--- src/rtl/accel_pcpi_pkg.sv ---
// Shared opcode, operation, state and status-bit definitions for the PCPI accelerator responder.
package accel_pcpi_pkg;

   localparam logic [6:0] OPC_CUSTOM0 = 7'b0001011;

   typedef enum logic [6:0] {
      OP_LDA    = 7'd0,
      OP_LDB    = 7'd1,
      OP_START  = 7'd2,
      OP_RDC    = 7'd3,
      OP_STATUS = 7'd4
   } op_e;

   typedef enum logic [1:0] {
      S_IDLE,
      S_RUN,
      S_RESP,
      S_COOL
   } state_e;

   localparam int ST_BUSY = 0;
   localparam int ST_DONE = 1;
   localparam int ST_ERR  = 2;

endpackage

--- src/rtl/accel_pcpi_decoder.sv ---
// Combinational custom-0 match and funct7 operation decode; zero latency, no flow control.
module accel_pcpi_decoder
   import accel_pcpi_pkg::*;
(
   input  logic [31:0] insn,
   output logic        match,
   output op_e         op
);

   logic unused_fields;

   assign op    = op_e'(insn[31:25]);
   assign match = (insn[6:0] == OPC_CUSTOM0) && (insn[14:12] == 3'b000) &&
                  (insn[31:25] <= OP_STATUS);

   // Register-specifier fields carry no meaning for this responder.
   assign unused_fields = ^{insn[24:15], insn[11:7]};

endmodule

--- src/rtl/accel_pcpi_responder.sv ---
// PCPI responder feeding the matrix accelerator: loads/reads answer one cycle after accept,
// START stalls the CPU via pcpi_wait until done or timeout; pcpi_valid is ignored during the cool-down cycle.
module accel_pcpi_responder
   import accel_pcpi_pkg::*;
#(
   parameter int N       = 4,
   parameter int W       = 32,
   parameter int TIMEOUT = 1024
) (
   input  logic             clk,
   input  logic             rst,
   input  logic             pcpi_valid,
   input  logic [31:0]      pcpi_insn,
   input  logic [31:0]      pcpi_rs1,
   input  logic [31:0]      pcpi_rs2,
   output logic             pcpi_wr,
   output logic [31:0]      pcpi_rd,
   output logic             pcpi_wait,
   output logic             pcpi_ready,
   output logic [N*N*W-1:0] memA_flat,
   output logic [N*N*W-1:0] memB_flat,
   output logic             start_req,
   input  logic             done,
   input  logic [N*N*W-1:0] result_flat
);

   localparam int IW = $clog2(N*N);

   state_e             state, state_nxt;
   logic               match;
   op_e                op;
   logic               accept;
   logic               abandon;
   logic [IW-1:0]      idx_rs1, idx_rs2;
   logic [N*N*W-1:0]   bank_a, bank_b;
   logic [31:0]        count;
   logic [31:0]        resp_rd;
   logic               resp_wr;
   logic               err, done_sticky, dropped;
   logic [31:0]        status;
   logic               unused_bits;

   accel_pcpi_decoder u_dec (
      .insn  (pcpi_insn),
      .match (match),
      .op    (op)
   );

   assign idx_rs1     = pcpi_rs1[IW-1:0];
   assign idx_rs2     = pcpi_rs2[IW-1:0];
   assign unused_bits = ^{pcpi_rs1, pcpi_rs2};

   // A CPU that let go of pcpi_valid mid-run gets no ready pulse for this START.
   assign abandon = dropped || !pcpi_valid;

   always_comb begin
      state_nxt = state;
      accept    = 1'b0;
      case (state)
         S_IDLE: begin
            if (pcpi_valid && match) begin
               accept    = 1'b1;
               state_nxt = (op == OP_START) ? S_RUN : S_RESP;
            end
         end
         S_RUN: begin
            if (done || (count == TIMEOUT - 1))
               state_nxt = abandon ? S_COOL : S_RESP;
         end
         S_RESP:  state_nxt = S_COOL;
         default: state_nxt = S_IDLE;
      endcase
   end

   always_comb begin
      status          = '0;
      status[ST_BUSY] = (state == S_RUN);
      status[ST_DONE] = done_sticky;
      status[ST_ERR]  = err;
   end

   always_ff @(posedge clk) begin
      if (rst) begin
         state       <= S_IDLE;
         bank_a      <= '0;
         bank_b      <= '0;
         count       <= '0;
         resp_rd     <= '0;
         resp_wr     <= 1'b0;
         err         <= 1'b0;
         done_sticky <= 1'b0;
         dropped     <= 1'b0;
      end else begin
         state <= state_nxt;
         if (accept) begin
            resp_wr <= (op != OP_LDA) && (op != OP_LDB);
            resp_rd <= '0;
            case (op)
               OP_LDA:    bank_a[int'(idx_rs2)*W +: W] <= pcpi_rs1[W-1:0];
               OP_LDB:    bank_b[int'(idx_rs2)*W +: W] <= pcpi_rs1[W-1:0];
               OP_START: begin
                  count       <= '0;
                  err         <= 1'b0;
                  done_sticky <= 1'b0;
                  dropped     <= 1'b0;
               end
               OP_RDC:    resp_rd <= 32'(result_flat[int'(idx_rs1)*W +: W]);
               OP_STATUS: resp_rd <= status;
               default:   ;
            endcase
         end
         if (state == S_RUN) begin
            count <= count + 32'd1;
            if (!pcpi_valid)
               dropped <= 1'b1;
            // done takes priority over a timeout expiring in the same cycle.
            if (done) begin
               resp_rd     <= count;
               done_sticky <= 1'b1;
            end else if (count == TIMEOUT - 1) begin
               resp_rd <= '1;
               err     <= 1'b1;
            end
         end
      end
   end

   assign pcpi_ready = (state == S_RESP);
   assign pcpi_wait  = (state == S_RUN);
   assign pcpi_wr    = pcpi_ready && resp_wr;
   assign pcpi_rd    = pcpi_ready ? resp_rd : 32'd0;
   assign start_req  = (state == S_RUN) && (count == 32'd0);
   assign memA_flat  = bank_a;
   assign memB_flat  = bank_b;

endmodule
--- config.mk ---
export PLATFORM = sky130hd
export DESIGN_NAME = accel_pcpi_responder
export DESIGN_NICKNAME = d
export VERILOG_FILES = /design/src/rtl/accel_pcpi_pkg.sv /design/src/rtl/accel_pcpi_decoder.sv /design/src/rtl/accel_pcpi_responder.sv
export SDC_FILE = /design/constraint.sdc
export NUM_CORES = 2
export LEC_CHECK = 0
export CORE_AREA = 10 10 644 646
export CTS_CLUSTER_SIZE = 25
export DETAILED_ROUTE_END_ITERATION = 12
export DIE_AREA = 0 0 654 656
export PLACE_DENSITY = 0.32
export SLEW_MARGIN = 40
export SYNTH_ARGS = -nofsm -noshare
export SYNTH_HDL_FRONTEND = slang
export SYNTH_SLANG_ARGS = --single-unit
--- constraint.sdc ---
create_clock -name clk -period 2.8 [get_ports clk]
set_input_delay 0.28 -clock clk [delete_from_list [all_inputs] [get_ports clk]]
set_output_delay 0.28 -clock clk [all_outputs]
set_load 0.05 [all_outputs]
# Word-level counts from Yosys, hierarchy flattened
# Cells that the tools add are included.
[op_classes]
n_lt_le_gt_ge = 1
muxes = 31
n_reduce_logical = 20
eq_ne = 11
shifts = 3
add_sub_neg = 2
[op_table]
columns = ["cell", "n"]
rows = [
  ["512-bit bitwise mux", 2],
  ["32-bit by 33-bit variable shift with 512-bit output (first input constant)", 1],
  ["32-bit by 33-bit variable part select with 512-bit output", 1],
  ["512-bit by 10-bit variable part select with 32-bit output", 1],
  ["32-bit two-way mux", 8],
  ["32-bit one-hot mux with 2 select lines", 1],
  ["9-bit negation with 33-bit output", 1],
  ["32-bit by 1-bit adder with 32-bit output (second input constant)", 1],
  ["32-bit by 10-bit equality test with 1-bit output (second input constant)", 1],
  ["32-bit logical NOT", 1],
  ["1-bit two-way mux", 16],
  ["7-bit by 2-bit equality test with 1-bit output (second input constant)", 2],
  ["2-bit AND reduction", 4],
  ["7-bit by 1-bit equality test with 1-bit output (second input constant)", 1],
  ["7-bit by 3-bit equality test with 1-bit output (second input constant)", 1],
  ["7-bit by 4-bit equality test with 1-bit output (second input constant)", 1],
  ["7-bit by 3-bit less-or-equal comparator with 1-bit output (second input constant)", 1],
  ["7-bit logical NOT", 1],
  ["7-bit by 1-bit != test with 1-bit output (second input constant)", 1],
  ["7-bit nonzero test", 1],
  ["1-bit logical AND", 6],
  ["2-bit two-way mux", 3],
  ["2-bit one-hot mux with 3 select lines", 1],
  ["2-bit nonzero test", 2],
  ["other kinds (8)", 9],
]
[word_totals]
out_inout_bits = 1060
ff_bits = 1094
in_bits = 612

# Longest topological paths before layout
[depth]
word_depth = 10
ltp_mapped = 11
depth_no_buf = 7

# Cells and area by module
# Synthesis repeated with hierarchy kept, for this count alone.
[hier_totals]
hier_cells = 5086
area_unflattened_um2 = 45453.6
[by_module_without_submodules]
columns = ["module", "area_each_um2", "cells_per_inst", "seq_area_each_um2", "instances"]
rows = [
  ["accel_pcpi_responder", 45353.5, 5072, 21901.0, 1],
  ["accel_pcpi_decoder", 100.1, 14, 0.0, 1],
]

# Worst setup path before layout
# No wires, ideal clock.
[synth_timing]
path_kind = "register to output"
startpoint = "register state[1]"
endpoint = "output start_req"
slack_ps = -164
t_required_ps = 2520
path_buffers = 2
path_stages_with_launch = 7
arrival_time_ps = 2684
path_cell_list = "dfxtp_1 -> inv_1 -> ha_1 -> clkbuf_1 -> clkbuf_1 -> nand4_1 -> nor3_1"
[synth_via]
elab_chain_len = 2
[synth_lines]
columns = ["item", "line", "source"]
rows = [
  ["start: declaration", "accel_pcpi_responder.sv:29", "state_e state, state_nxt;"],
  ["start signal: assignment", "accel_pcpi_responder.sv:94", "state <= state_nxt;"],
  ["2-bit by 1-bit equality test with 1-bit output", "n/a", ""],
  ["named net pcpi_wait", "accel_pcpi_responder.sv:18", "output logic pcpi_wait,"],
  ["1-bit logical AND", "accel_pcpi_responder.sv:132", "assign start_req = (state == S_RUN) && (count == 32'd0);"],
  ["end: declaration", "accel_pcpi_responder.sv:22", "output logic start_req,"],
]
# The timed path passes the listed nets, and every way through them passes these cells.

# Worst setup path after layout
[layout_timing]
startpoint = "register state[0]"
endpoint = "output pcpi_rd[3]"
[layout_via]
elab_chain_len = 2
[layout_lines]
columns = ["item", "line", "source"]
rows = [
  ["2-bit equality test", "accel_pcpi_responder.sv:128", "assign pcpi_ready = (state == S_RESP);"],
  ["32-bit two-way mux", "accel_pcpi_responder.sv:131", "assign pcpi_rd = pcpi_ready ? resp_rd : 32'd0;"],
  ["end: declaration", "accel_pcpi_responder.sv:17", "output logic [31:0] pcpi_rd,"],
]
# Every way passes these cells.

==> impl_metrics.toml <==
[worst_setup_path]
critPathKind = "reg2out"
cp-end-kind = "output port"
startpoint_type = "flip-flop"
critical_path_required_ns = 2.52
timing.critical_path.fanout_max = 29
critPathArrivalTime_ns = 2.38
critical_path.n_buffers_inverters = 3
critical_path_depth = 5
reg2reg_depth = 9
crit_path_top_delay_cell = "dfxtp_1"
cpPeakStageDelay_ns = 0.34
critPathTopFamily = "buffers and inverters"
crit_path_cell_trace = "inv_1, ha_2, buf_6, and2_1, buf_4"

[timing]
fmax_mhz = 376
final.min_clock_period_ns = 2.66
tightest_slew_ns = 0.862
setup_ws_ns = 0.139
ratio_of_final_minimum_period_to_clock_period = 0.950
final-hold-violation-count = 0
fin_worst_skew_ns = 0.0703
maxSlewHeadroom = 0.425
maxSlewViolCount = 0
setup_repair_after_global_routing_missed_its_margin = "false"
finalSetupViolations = 0

[run]
max_cap_viol_count = 0

[synthesis]
mappedNetlistNets = 5676
synth.cell_area_um2 = 47400
synth-edff-count = 0
yosysWarningCount = 0
post_synth_inst_count = 5056
synth_top_flop_cell = "dfxtp_1"
yosysSeqAreaShare = 0.462
yosys_register_bits = 1094
number_of_distinct_library_cell_variants_in_the_gate_level_netlist_after_synthesis = 56
avgSynthCellArea_um2 = 9.37
postSynth.asyncResetShare = 0

[detailed_routing]
detail_route.wl_per_cell_um = 31.9
drcViolationCount = 0
drt_wl_total_mm = 388
postRouteAntennaNets = 0
detailedRoute.firstPassIterationCount = 7
first_iter_violations = 3756
num_vias = 48821
routed_via_density = 4.02

[layout]
fill_cells = 44295
final_layout_size_suffix_gt1_frac = 0.138
number_of_nets_in_the_finished_design = 7327
synthToLayoutAreaGrowth_pct = 66.0
final_area_um2 = 78700

[clock_network]
tritoncts.num_buffers = 156
cts.sink_count = 1094
ctsRootBufferMaster = "clkbuf_16"
cts_buffer_depth = 4
htreeDepth = 4
clkSlewWorstSetupHoldPaths_ns = 0.06
clk-insertion-delay-late_ns = 0.85
cts_tree = "built"

[global_routing]
grt_antenna_before_repair = 93
grt_max_degree = 193
grt_use_total = 0.171
overflow_left_after_global_routing = 0
grt_pass1_wl_mm = 502
first_global_vias = 49235

[floorplan]
core_area_um2 = 402000
placementRows = 233
die_h_um = 656
floorplan.initialDensity = 0.118
die_area_um2 = 429000
x_dimension_of_the_die_um = 654
io_pins = 1672

[min_path]
hold-path-cell-count = 4
worst_hold_path_type = "in2reg"

[placement]
placement.io_buffers = 1628
gp_congestion = 0.893
dp_hpwl_mm = 296
preCtsSetupSlack_ns = -1.04
placement.cell_area_um2 = 73000

[power_and_ir_drop]
power.density_cell_area_nw_per_um2 = 507
leakagePower_nw = 28.5
maximum_vdd_ir_drop_uv = 403

[run_status]
outcome = "completed"
[registers in the layout (all words and copies together), names as in the netlist]
register	flops
done_sticky	1
err	1
resp_wr	1
count	32
memB_flat	512
memA_flat	512
resp_rd	32
state	2
dropped	1
[worst reg2reg max path, cell delays in order (launching register included)]
cell     delay [ns]
dfxtp_1        0.34
inv_1          0.10
ha_2           0.26
nand3_1        0.14
buf_4          0.19
buf_4          0.17
nor4_2         0.57
buf_4          0.35
nand3_1        0.12
a21oi_1        0.18
[synth_stat cells (11+ instances only)]
master,instances,area share
a311oi_1,32,0.0059
a22oi_1,64,0.010
a21o_1,32,0.0051
buf_2,27,0.0029
o21ai_1,20,0.0021
o21ai_0,441,0.047
or3_1,30,0.0040
nor4_1,15,0.0020
clkbuf_1,493,0.039
nand4_1,411,0.054
nor2_1,58,0.0046
mux2i_1,514,0.11
nand2b_1,516,0.068
o211ai_1,11,0.0017
dfxtp_1,1094,0.46
inv_1,12,0.00095
nand3_1,138,0.015
mux4_2,128,0.061
a21oi_1,548,0.058
nor3_1,14,0.0015
nand2_1,258,0.020
and2_1,39,0.0051
buf_1,66,0.0052
[worst paths after layout]
kind,endpoint,startpoint,slack [ns]
hold reg to reg,memB_flat[21],memB_flat[21],0.45
hold / removal,memB_flat[3],pcpi_rs1[3],0.11
setup reg to reg,memA_flat[3],state[0],0.23
setup / recovery,pcpi_rd[3],state[0],0.14
[what timing repair did]
action,in CTS,in global routing
hold buffers,32,0
hold endpoints to repair,200,0
buffers inserted,1,0
pin swaps,2,1
gates resized for setup,9,2
endpoints found under the setup margin,157,4
[kinds of logic after synthesis]
| logic type | count (synthesis) | share of synthesized area |
|---|---|---|
| and+or+nand+nor | 1534 | 0.183 |
| AOI/OAI and AO/OA | 1172 | 0.133 |
| DFF | 1094 | 0.462 |
| muxes | 642 | 0.169 |
| buffers and inverters | 603 | 0.0491 |
| adders and majority gates | 8 | 0.00211 |
| xor gates and xnor gates | 3 | 0.000555 |
[report_power, final]
group | leakage, nW | switching, mW | internal (mW)
sequential | 8.81 | 0.0000364 | 15.6
combinational | 17.2 | 2.35 | 1.56
clock | 2.49 | 8.39 | 12.0
total | 28.5 | 10.7 | 29.1
[metal layers]
layer	routed length, µm	vias up	global-route usage
met1	166000	24770	0.216
met4	12600	22	0.0512
met2	183000	2008	0.285
met5	148	-	0
li1	-	21606	-
met3	27300	415	0.0439
[cell usage in the layout (no fill, tap or decap), types with 8 or more instances in the layout]
master,synthesis,layout
nor3_1,14,9
a22oi_1,64,64
inv_1,12,12
and2_1,39,36
nor2_1,58,55
nand2_1,258,242
clkdlybuf4s50_1,0,1544
nand2_2,0,14
buf_4,0,351
clkbuf_16,0,158
buf_6,4,8
o21ai_1,20,20
dfxtp_1,1094,1094
mux4_2,128,128
mux2i_1,514,514
o211ai_1,11,11
a21oi_1,548,548
bufinv_16,0,8
diode_2,0,45
nand4_1,411,411
dlygate4sd3_1,0,32
or3_1,30,29
clkbuf_1,493,37
buf_12,0,140
clkinv_2,0,18
nand3_1,138,138
nand2b_1,516,516
clkbuf_8,0,32
a311oi_1,32,32
a21o_1,32,32
o21ai_0,441,441
nor4_2,3,8
[cell type report]
| class | count | area [µm²] | area share |
|---|---|---|---|
| Clock buffer | 227 | 4530 | 0.0576 |
| Sequential cell | 1094 | 21900 | 0.278 |
| Timing Repair Buffer | 2083 | 21400 | 0.272 |
| Antenna cell | 45 | 113 | 0.00143 |
| Multi-Input combinational cell | 3359 | 23400 | 0.298 |
| Tap cell | 5287 | 6620 | 0.0841 |
| Clock inverter | 45 | 581 | 0.00738 |
| Inverter | 13 | 48.8 | 0.000620 |
[through the flow]
stage	utilization	hold WS (ns)	power, mW	TNS [ns]	cells
floorplan	-	0.427	17.1	0	5056
global placement	0.182	0.440	19.9	-540.21	11801
detailed placement	0.182	0.444	19.9	-522.55	11802
CTS	0.195	0.0144	40.7	0	12107
global route	0.196	0.0423	41.3	0	12118
finish	0.196	0.108	39.9	0	12153
Power figures use the tool's default switching activity.
